### src/rtl/tmds_encoder_8b10b.sv
// rtl/tmds_encoder_8b10b.sv - DVI TMDS 8b/10b channel encoder, two-stage pipeline
module tmds_encoder_8b10b #(
  parameter int CNT_WIDTH = 5
) (
  input  logic       I_clk,
  input  logic       I_rst_n,
  input  logic       I_de,
  input  logic       I_c0,
  input  logic       I_c1,
  input  logic [7:0] I_data,
  output logic [9:0] O_tmds
);

  localparam logic [9:0] TOKEN_00 = 10'h354;
  localparam logic [9:0] TOKEN_01 = 10'h0AB;
  localparam logic [9:0] TOKEN_10 = 10'h154;
  localparam logic [9:0] TOKEN_11 = 10'h2AB;
  localparam int         PAD      = CNT_WIDTH - 4;

  localparam logic signed [CNT_WIDTH-1:0] TWO  = CNT_WIDTH'(2);
  localparam logic signed [CNT_WIDTH-1:0] ZERO = '0;

  function automatic logic [3:0] ones8(input logic [7:0] v);
    logic [3:0] s;
    s = 4'd0;
    for (int i = 0; i < 8; i++) s = s + {3'b000, v[i]};
    return s;
  endfunction

  // Transition-minimised word; bit 8 flags XOR (1) or XNOR (0) chaining.
  function automatic logic [8:0] min_trans(input logic [7:0] d);
    logic [8:0] q;
    logic [3:0] n1;
    logic       use_xnor;
    n1       = ones8(d);
    use_xnor = (n1 > 4'd4) || ((n1 == 4'd4) && !d[0]);
    q[0]     = d[0];
    for (int i = 1; i < 8; i++) q[i] = use_xnor ? ~(q[i-1] ^ d[i]) : (q[i-1] ^ d[i]);
    q[8]     = ~use_xnor;
    return q;
  endfunction

  logic       de_q;
  logic [1:0] c_q;
  logic [8:0] qm_q;

  always_ff @(posedge I_clk or negedge I_rst_n) begin
    if (!I_rst_n) begin
      de_q <= 1'b0;
      c_q  <= 2'b00;
      qm_q <= 9'd0;
    end else begin
      de_q <= I_de;
      c_q  <= {I_c1, I_c0};
      qm_q <= min_trans(I_data);
    end
  end

  logic signed [CNT_WIDTH-1:0] cnt_q;
  logic signed [CNT_WIDTH-1:0] cnt_d;
  logic signed [CNT_WIDTH-1:0] n1_s;
  logic signed [CNT_WIDTH-1:0] n0_s;
  logic signed [CNT_WIDTH-1:0] diff;
  logic [3:0]                  n1q;
  logic [3:0]                  n0q;
  logic [9:0]                  tmds_d;
  logic                        cnt_pos;
  logic                        cnt_neg;

  always_comb begin
    n1q     = ones8(qm_q[7:0]);
    n0q     = 4'd8 - n1q;
    n1_s    = $signed({{PAD{1'b0}}, n1q});
    n0_s    = $signed({{PAD{1'b0}}, n0q});
    diff    = n1_s - n0_s;
    cnt_neg = cnt_q[CNT_WIDTH-1];
    cnt_pos = !cnt_neg && (cnt_q != ZERO);
    tmds_d  = TOKEN_00;
    cnt_d   = cnt_q;
    if (!de_q) begin
      // Blanking resets disparity so each active line starts balanced.
      cnt_d = ZERO;
      case (c_q)
        2'b00:   tmds_d = TOKEN_00;
        2'b01:   tmds_d = TOKEN_01;
        2'b10:   tmds_d = TOKEN_10;
        default: tmds_d = TOKEN_11;
      endcase
    end else if ((cnt_q == ZERO) || (n1q == n0q)) begin
      tmds_d = {~qm_q[8], qm_q[8], qm_q[8] ? qm_q[7:0] : ~qm_q[7:0]};
      cnt_d  = qm_q[8] ? (cnt_q + diff) : (cnt_q - diff);
    end else if ((cnt_pos && (n1q > n0q)) || (cnt_neg && (n0q > n1q))) begin
      tmds_d = {1'b1, qm_q[8], ~qm_q[7:0]};
      cnt_d  = cnt_q + (qm_q[8] ? TWO : ZERO) - diff;
    end else begin
      tmds_d = {1'b0, qm_q[8], qm_q[7:0]};
      cnt_d  = cnt_q - (qm_q[8] ? ZERO : TWO) + diff;
    end
  end

  always_ff @(posedge I_clk or negedge I_rst_n) begin
    if (!I_rst_n) begin
      cnt_q  <= ZERO;
      O_tmds <= TOKEN_00;
    end else begin
      cnt_q  <= cnt_d;
      O_tmds <= tmds_d;
    end
  end

endmodule

### config.mk
export PLATFORM = sky130hd
export DESIGN_NAME = tmds_encoder_8b10b
export DESIGN_NICKNAME = d
export VERILOG_FILES = /design/src/rtl/tmds_encoder_8b10b.sv
export SDC_FILE = /design/constraint.sdc
export NUM_CORES = 1
export LEC_CHECK = 0
export BUFFER_PORTS_ARGS = -buffer_cell sky130_fd_sc_hd__buf_4
export CORE_UTILIZATION = 55
export CTS_CLUSTER_SIZE = 25
export DETAILED_ROUTE_END_ITERATION = 8
export PLACE_DENSITY = 0.77
export SLEW_MARGIN = 40
export SYNTH_ARGS = -nofsm -noshare
export SYNTH_HDL_FRONTEND = slang
export SYNTH_SLANG_ARGS = --single-unit
### constraint.sdc
create_clock -name I_clk -period 5.6 [get_ports I_clk]
set_clock_uncertainty 0.2 [all_clocks]
set_input_delay 0.84 -clock I_clk [delete_from_list [all_inputs] [get_ports I_clk]]
set_output_delay 0.84 -clock I_clk [all_outputs]
set_load 0.02 [all_outputs]
==> flow_summary.json, run 1 <==
{
  "tns_ns": 0,
  "period_minus_slack_ns": 5.33,
  "r2r-end": "cnt_q[4]$_DFF_PN0_",
  "grt_pass1_wl_um": 7110,
  "ys_seq_elements": 27,
  "use_met1": 0.298,
  "cp-start-kind": "register",
  "drtPass1Iterations": 4,
  "gr-max-usage-layer": "met2",
  "yosysUniqueCellTypes": 47,
  "clockRootBuffer": "clkbuf_8",
  "num_rows": 22,
  "grt_use_met3": 0.0299,
  "path_clk_slew_ns": 0.09,
  "ys.warnings.count": 0,
  "final-hold-violation-count": 0,
  "vias": 1516,
  "crit_arrival_ns": 5.27,
  "status": "finished clean",
  "clk_latency_ns": 0.27,
  "r2r_setup_slack_ns": 0.27,
  "synth_edf_count": 0,
  "vias_per_cell": 5.40,
  "syn-mean-instance-area_um2": 10.5,
  "io_pins": 23,
  "cp-end-kind": "register",
  "rsz0062_at_grt": "false",
  "cp_max_fo": 6,
  "hpwl_um": 3350,
  "cts_made_buffers": 3,
  "grt_use_total": 0.224,
  "dp_cells": 277,
  "antenna_found_initial": 0,
  "clock_sinks": 27,
  "max_freq_ghz": 0.188,
  "start_util": 0.583,
  "synthArstFlopShare": 1.00,
  "nets": 284,
  "wl_per_cell_um": 14.7,
  "drive_gt1_frac": 0.215,
  "max_cap_violations": 0,
  "dieHeight_um": 65.0,
  "slew_violations": 0,
  "hold_path_class": "input pin to asynchronous set/reset pin",
  "gp_congestion": 0.810,
  "synthesis.nets": 258,
  "relSlewSlack": 0.551,
  "postSynthCellCount": 208,
  "cts_tree": "built",
  "route.detailed.drc": 0,
  "r2r-start": "qm_q[0]$_DFF_PN0_",
  "period_share": 0.951,
  "holdWs_ns": 0.263,
  "core_area_um2": 3740,
  "die_w_um": 65.0,
  "final_util": 0.663,
  "ys.flop_type": "dfrtp_1",
  "wl_um": 4130,
  "grt_pass1_vias": 1544,
  "num-fill-cells": 321,
  "synth_area_um2": 2180,
  "hold_buffers": 0,
  "synth_seq_area_share": 0.312,
  "use_met2": 0.380,
  "tightestPinTransition_ns": 0.674,
  "clock_path_buffers": 2,
  "grt_max_degree": 28,
  "stdcell_count": 281,
  "areaGrowthSynthToFinish_pct": 13.6,
  "die_area_um2": 4230,
  "ant_nets": 0,
  "drt_iter0_markers": 51,
  "ff2ff_path_depth": 20,
  "diodes": 0,
  "numPortBuffers": 22,
  "htree_levels": 1,
  "criticalPathCategory": "register to register",
  "finalSetupViolations": 0,
  "grt-ovfl-total": 0,
  "critPathRequiredTime_ns": 5.54
}
==> cells by family after synthesis <==
logic type,Yosys count,synth area share
buffers and inverters,41,0.0705
muxes,3,0.0143
AOI/OAI and AO/OA,40,0.130
DFF,27,0.312
xor gates and xnor gates,28,0.116
adders and majority gates,37,0.257
and+or+nand+nor,32,0.101
==> placed cells by master, fill, tap and decap left out, types with 2 or more instances in the layout <==
| master | n |
|---|---|
| a211o_1 | 2 |
| a21o_1 | 4 |
| a21oi_1 | 8 |
| a21oi_2 | 3 |
| buf_4 | 22 |
| clkbuf_8 | 3 |
| dfrtp_1 | 22 |
| dfstp_2 | 5 |
| fa_1 | 12 |
| ha_1 | 23 |
| inv_1 | 39 |
| mux2i_1 | 2 |
| nand2_1 | 3 |
| nand2b_1 | 2 |
| nand4_1 | 2 |
| nor2_1 | 8 |
| nor3_1 | 3 |
| o211ai_1 | 2 |
| o21ai_0 | 3 |
| o21ai_1 | 9 |
| xnor2_1 | 22 |
| xnor2_2 | 2 |
| xor2_1 | 4 |
==> synth_stat cells, types with 2 or more instances <==
cell type,n,area (um^2)
inv_1,39,146
nand2b_1,2,12.5
nor2_1,8,30.0
a21o_1,4,30.0
xor2_1,4,35.0
o21ai_1,9,45.0
o211ai_1,2,15.0
nand2_1,3,11.3
ha_1,24,300
mux2i_1,2,20.0
a211o_1,2,17.5
xnor2_1,23,201
nand4_1,2,12.5
dfrtp_1,22,551
o21ai_0,3,15.0
dfstp_2,5,131
a21oi_1,10,50.1
nor3_1,3,15.0
fa_1,13,260
==> routing by layer <==
layer  vias up  share of wire
met1       748           0.46
met4         0          0.015
li1        739              -
met2        22           0.50
met3         7          0.021
met5         -              0
==> layout make-up <==
class | instances | area (um^2) | area share
Clock buffer | 3 | 41.3 | 0.0166
Clock inverter | 1 | 5.00 | 0.00202
Inverter | 40 | 150 | 0.0605
Multi-Input combinational cell | 140 | 1380 | 0.555
Sequential cell | 27 | 682 | 0.275
Tap cell | 48 | 60.1 | 0.0242
Timing Repair Buffer | 22 | 165 | 0.0666
==> critical path, stage by stage (launching register included) <==
cell       delay (ns)
dfrtp_1          0.37
inv_1            0.06
fa_1             0.55
fa_1             0.43
fa_1             0.44
inv_1            0.06
ha_1             0.16
inv_1            0.06
fa_2             0.59
nor2b_4          0.19
inv_2            0.09
ha_4             0.30
a21oi_1          0.06
o22a_2           0.30
xnor2_2          0.16
ha_1             0.34
a21oi_2          0.22
o21ai_0          0.12
a21o_1           0.19
a41oi_1          0.20
o2111ai_1        0.12
==> how the worst max path moves through the flow <==
stage | from | to | slack [ns] | cells past startpoint
after floorplan | qm_q[0]$_DFF_PN0_ | cnt_q[4]$_DFF_PN0_ | 0.50 | 20
after global placement | qm_q[0]$_DFF_PN0_ | cnt_q[4]$_DFF_PN0_ | 0.18 | 20
after detailed placement | qm_q[0]$_DFF_PN0_ | cnt_q[4]$_DFF_PN0_ | 0.09 | 20
after CTS | qm_q[0]$_DFF_PN0_ | cnt_q[4]$_DFF_PN0_ | 0.07 | 20
after global routing | qm_q[0]$_DFF_PN0_ | cnt_q[4]$_DFF_PN0_ | 0.02 | 20
final | qm_q[0]$_DFF_PN0_ | cnt_q[4]$_DFF_PN0_ | 0.27 | 20
==> flip-flops by register name (all words and copies together), names as in the netlist <==
signal,count
qm_q,9
de_q,1
O_tmds,10
c_q,2
cnt_q,5
==> metrics by stage <==
stage | setup WS (ns) | cell area [um^2]
after CTS | 0.0711 | 2450
after floorplan | 0.504 | 2180
after global routing | 0.0223 | 2480
after detailed placement | 0.0880 | 2400
final | 0.274 | 2480
after global placement | 0.176 | 2400
==> repair_timing <==
item                                    in CTS  in global routing
setup buffers                                0                  0
resized for setup                            0                  5
endpoints found under the setup margin       0                  1
Power of run 1 is left out: the tool's default activity adds up to more than one toggle a clock period on the data nets, which glitch-free logic cannot reach.
==> run 2: changes to the inputs <==
--- a/config.mk
+++ b/config.mk
@@ -6,10 +6,10 @@
 export NUM_CORES = 1
 export LEC_CHECK = 0
 export BUFFER_PORTS_ARGS = -buffer_cell sky130_fd_sc_hd__buf_4
-export CORE_UTILIZATION = 55
+export CORE_UTILIZATION = 50
 export CTS_CLUSTER_SIZE = 25
 export DETAILED_ROUTE_END_ITERATION = 8
-export PLACE_DENSITY = 0.77
+export PLACE_DENSITY = 0.72
 export SLEW_MARGIN = 40
 export SYNTH_ARGS = -nofsm -noshare
 export SYNTH_HDL_FRONTEND = slang
==> run 2 against run 1 <==
Against the previous run: fmax grew 1.5%; final cell count grew 1.1%; worst hold slack worse by 0.0044 ns; largest cell class unchanged; sequential share of layout area fell by 0.11 points; worst setup slack improved by 0.077 ns; core utilization decreased by 5.3 points; first-iteration DRC count up 5.9%; die area up 9.7%; non-clock buffer count increased by 1; sequential cell count is the same; critical path depth did not move.
==> flow_summary.json, run 2 (same netlist as run 1, synthesis figures left out) <==
{
  "critPathRequiredTime_ns": 5.54,
  "clockRootBuffer": "clkbuf_8",
  "grt-ovfl-total": 0,
  "crit_arrival_ns": 5.19,
  "tns_ns": 0,
  "r2r-end": "cnt_q[4]$_DFF_PN0_",
  "slew_violations": 0,
  "ff2ff_path_depth": 20,
  "post_cts_buffers": 0,
  "areaGrowthSynthToFinish_pct": 14.1,
  "criticalPathCategory": "register to register",
  "r2r_setup_slack_ns": 0.35,
  "antenna_found_initial": 0,
  "top_register": "O_tmds",
  "wl_per_cell_um": 13.7,
  "design_area_um2": 2490,
  "grt_max_degree": 28,
  "hold_buffers": 0,
  "start_util": 0.534,
  "diodes": 0,
  "dieHeight_um": 68.1,
  "cp_max_fo": 6,
  "finalSetupViolations": 0,
  "cts_tree": "built",
  "hold_path_class": "input pin to asynchronous set/reset pin",
  "die_w_um": 68.1,
  "gp_congestion": 0.907,
  "status": "finished clean",
  "rsz0062_at_grt": "false",
  "worstPathCellList": "inv_1 > fa_1 > fa_1 > fa_1 > inv_1 > ha_1 > inv_1 > fa_2 > nor2b_4 > inv_2 > ha_4 > a21oi_1 > o22a_2 > xnor2_2 > ha_1 > a21oi_2 > nand4_1 > a21o_1 > a41oi_1 > o2111ai_1",
  "max_stage_delay_ns": 0.58,
  "final_cell_mix": "inv_1, ha_1, buf_4",
  "num_rows": 23,
  "grt_use_total": 0.185,
  "drtPass1Iterations": 4,
  "largest_reg_flops": 10,
  "htree_levels": 1,
  "nets": 285,
  "cp_slowest_cell": "fa_2",
  "r2r-start": "qm_q[0]$_DFF_PN0_",
  "final-hold-violation-count": 0,
  "io_pins": 23,
  "numPortBuffers": 22,
  "placed_area_um2": 2410,
  "clock_sinks": 27,
  "final_common_cell": "inv_1",
  "cts_made_buffers": 3,
  "ant_nets": 0,
  "clock_path_buffers": 2,
  "path_clk_slew_ns": 0.09,
  "clk_latency_ns": 0.27,
  "period_share": 0.937,
  "vias": 1473,
  "grt_pass1_vias": 1424,
  "wl_um": 3900,
  "reg.largest.list": "O_tmds (10), qm_q (9), cnt_q (5)",
  "max_freq_ghz": 0.191,
  "cp-start-kind": "register",
  "cp-end-kind": "register",
  "relSlewSlack": 0.607,
  "hpwl_um": 3200,
  "max_cap_violations": 0,
  "tightestPinTransition_ns": 0.589,
  "drive_gt1_frac": 0.218,
  "route.detailed.drc": 0,
  "core_area_um2": 4090,
  "vias_per_cell": 5.19,
  "period_minus_slack_ns": 5.25,
  "die_area_um2": 4630,
  "grt_pass1_wl_um": 6270,
  "drt_iter0_markers": 54
}
run 2: how the worst max path moves through the flow:
stage                                  from                 end  slack (ns)  depth (start not counted)
after floorplan           qm_q[0]$_DFF_PN0_  cnt_q[4]$_DFF_PN0_        0.50                         20
after global placement    qm_q[0]$_DFF_PN0_  cnt_q[4]$_DFF_PN0_        0.28                         20
after detailed placement  qm_q[0]$_DFF_PN0_  cnt_q[4]$_DFF_PN0_        0.20                         20
after CTS                 qm_q[0]$_DFF_PN0_  cnt_q[4]$_DFF_PN0_        0.21                         20
after global routing      qm_q[0]$_DFF_PN0_  cnt_q[4]$_DFF_PN0_        0.02                         20
final                     qm_q[0]$_DFF_PN0_  cnt_q[4]$_DFF_PN0_        0.35                         20
run 2: cell type report:
cell class	count	area [um^2]
fillers	349	1600
multi-input cells	140	1380
flip-flops and latches	27	682
repair buffers	23	173
inverters	40	150
well taps	50	62.6
clock buffers	3	41.3
clock inverters	1	5.00
run 2: routing by layer:
metal	track usage	up-vias	wire, um
li1	-	740	-
met1	0.242	702	1830
met2	0.309	27	1900
met3	0.0267	4	117
met4	0.0703	0	48
met5	0	-	0
run 2: stage by stage:
step	util	cells	setup WS, ns	hold WS [ns]
6_report	0.610	284	0.351	0.259
5_1_grt	0.610	284	0.0212	0.282
4_1_cts	0.602	284	0.207	0.264
3_5_place_dp	0.591	280	0.196	0.311
3_3_place_gp	0.591	280	0.276	0.295
2_1_floorplan	-	208	0.504	0.245
run 2: critical path: cells and delay by family, from the launching register on:
kind | cells | cell delay (ns)
compound gates | 6 | 1.06
flops | 1 | 0.37
xor+xnor | 1 | 0.16
buf+inv | 4 | 0.27
simple gates | 2 | 0.29
fa+ha+maj | 7 | 2.78
run 2: repair_timing:
item                                   in CTS  in global routing
endpoints found under the hold margin       0                  0
gates resized for setup                     0                  6
setup endpoints to repair                   0                  1
Power of run 2 is left out for the same reason.
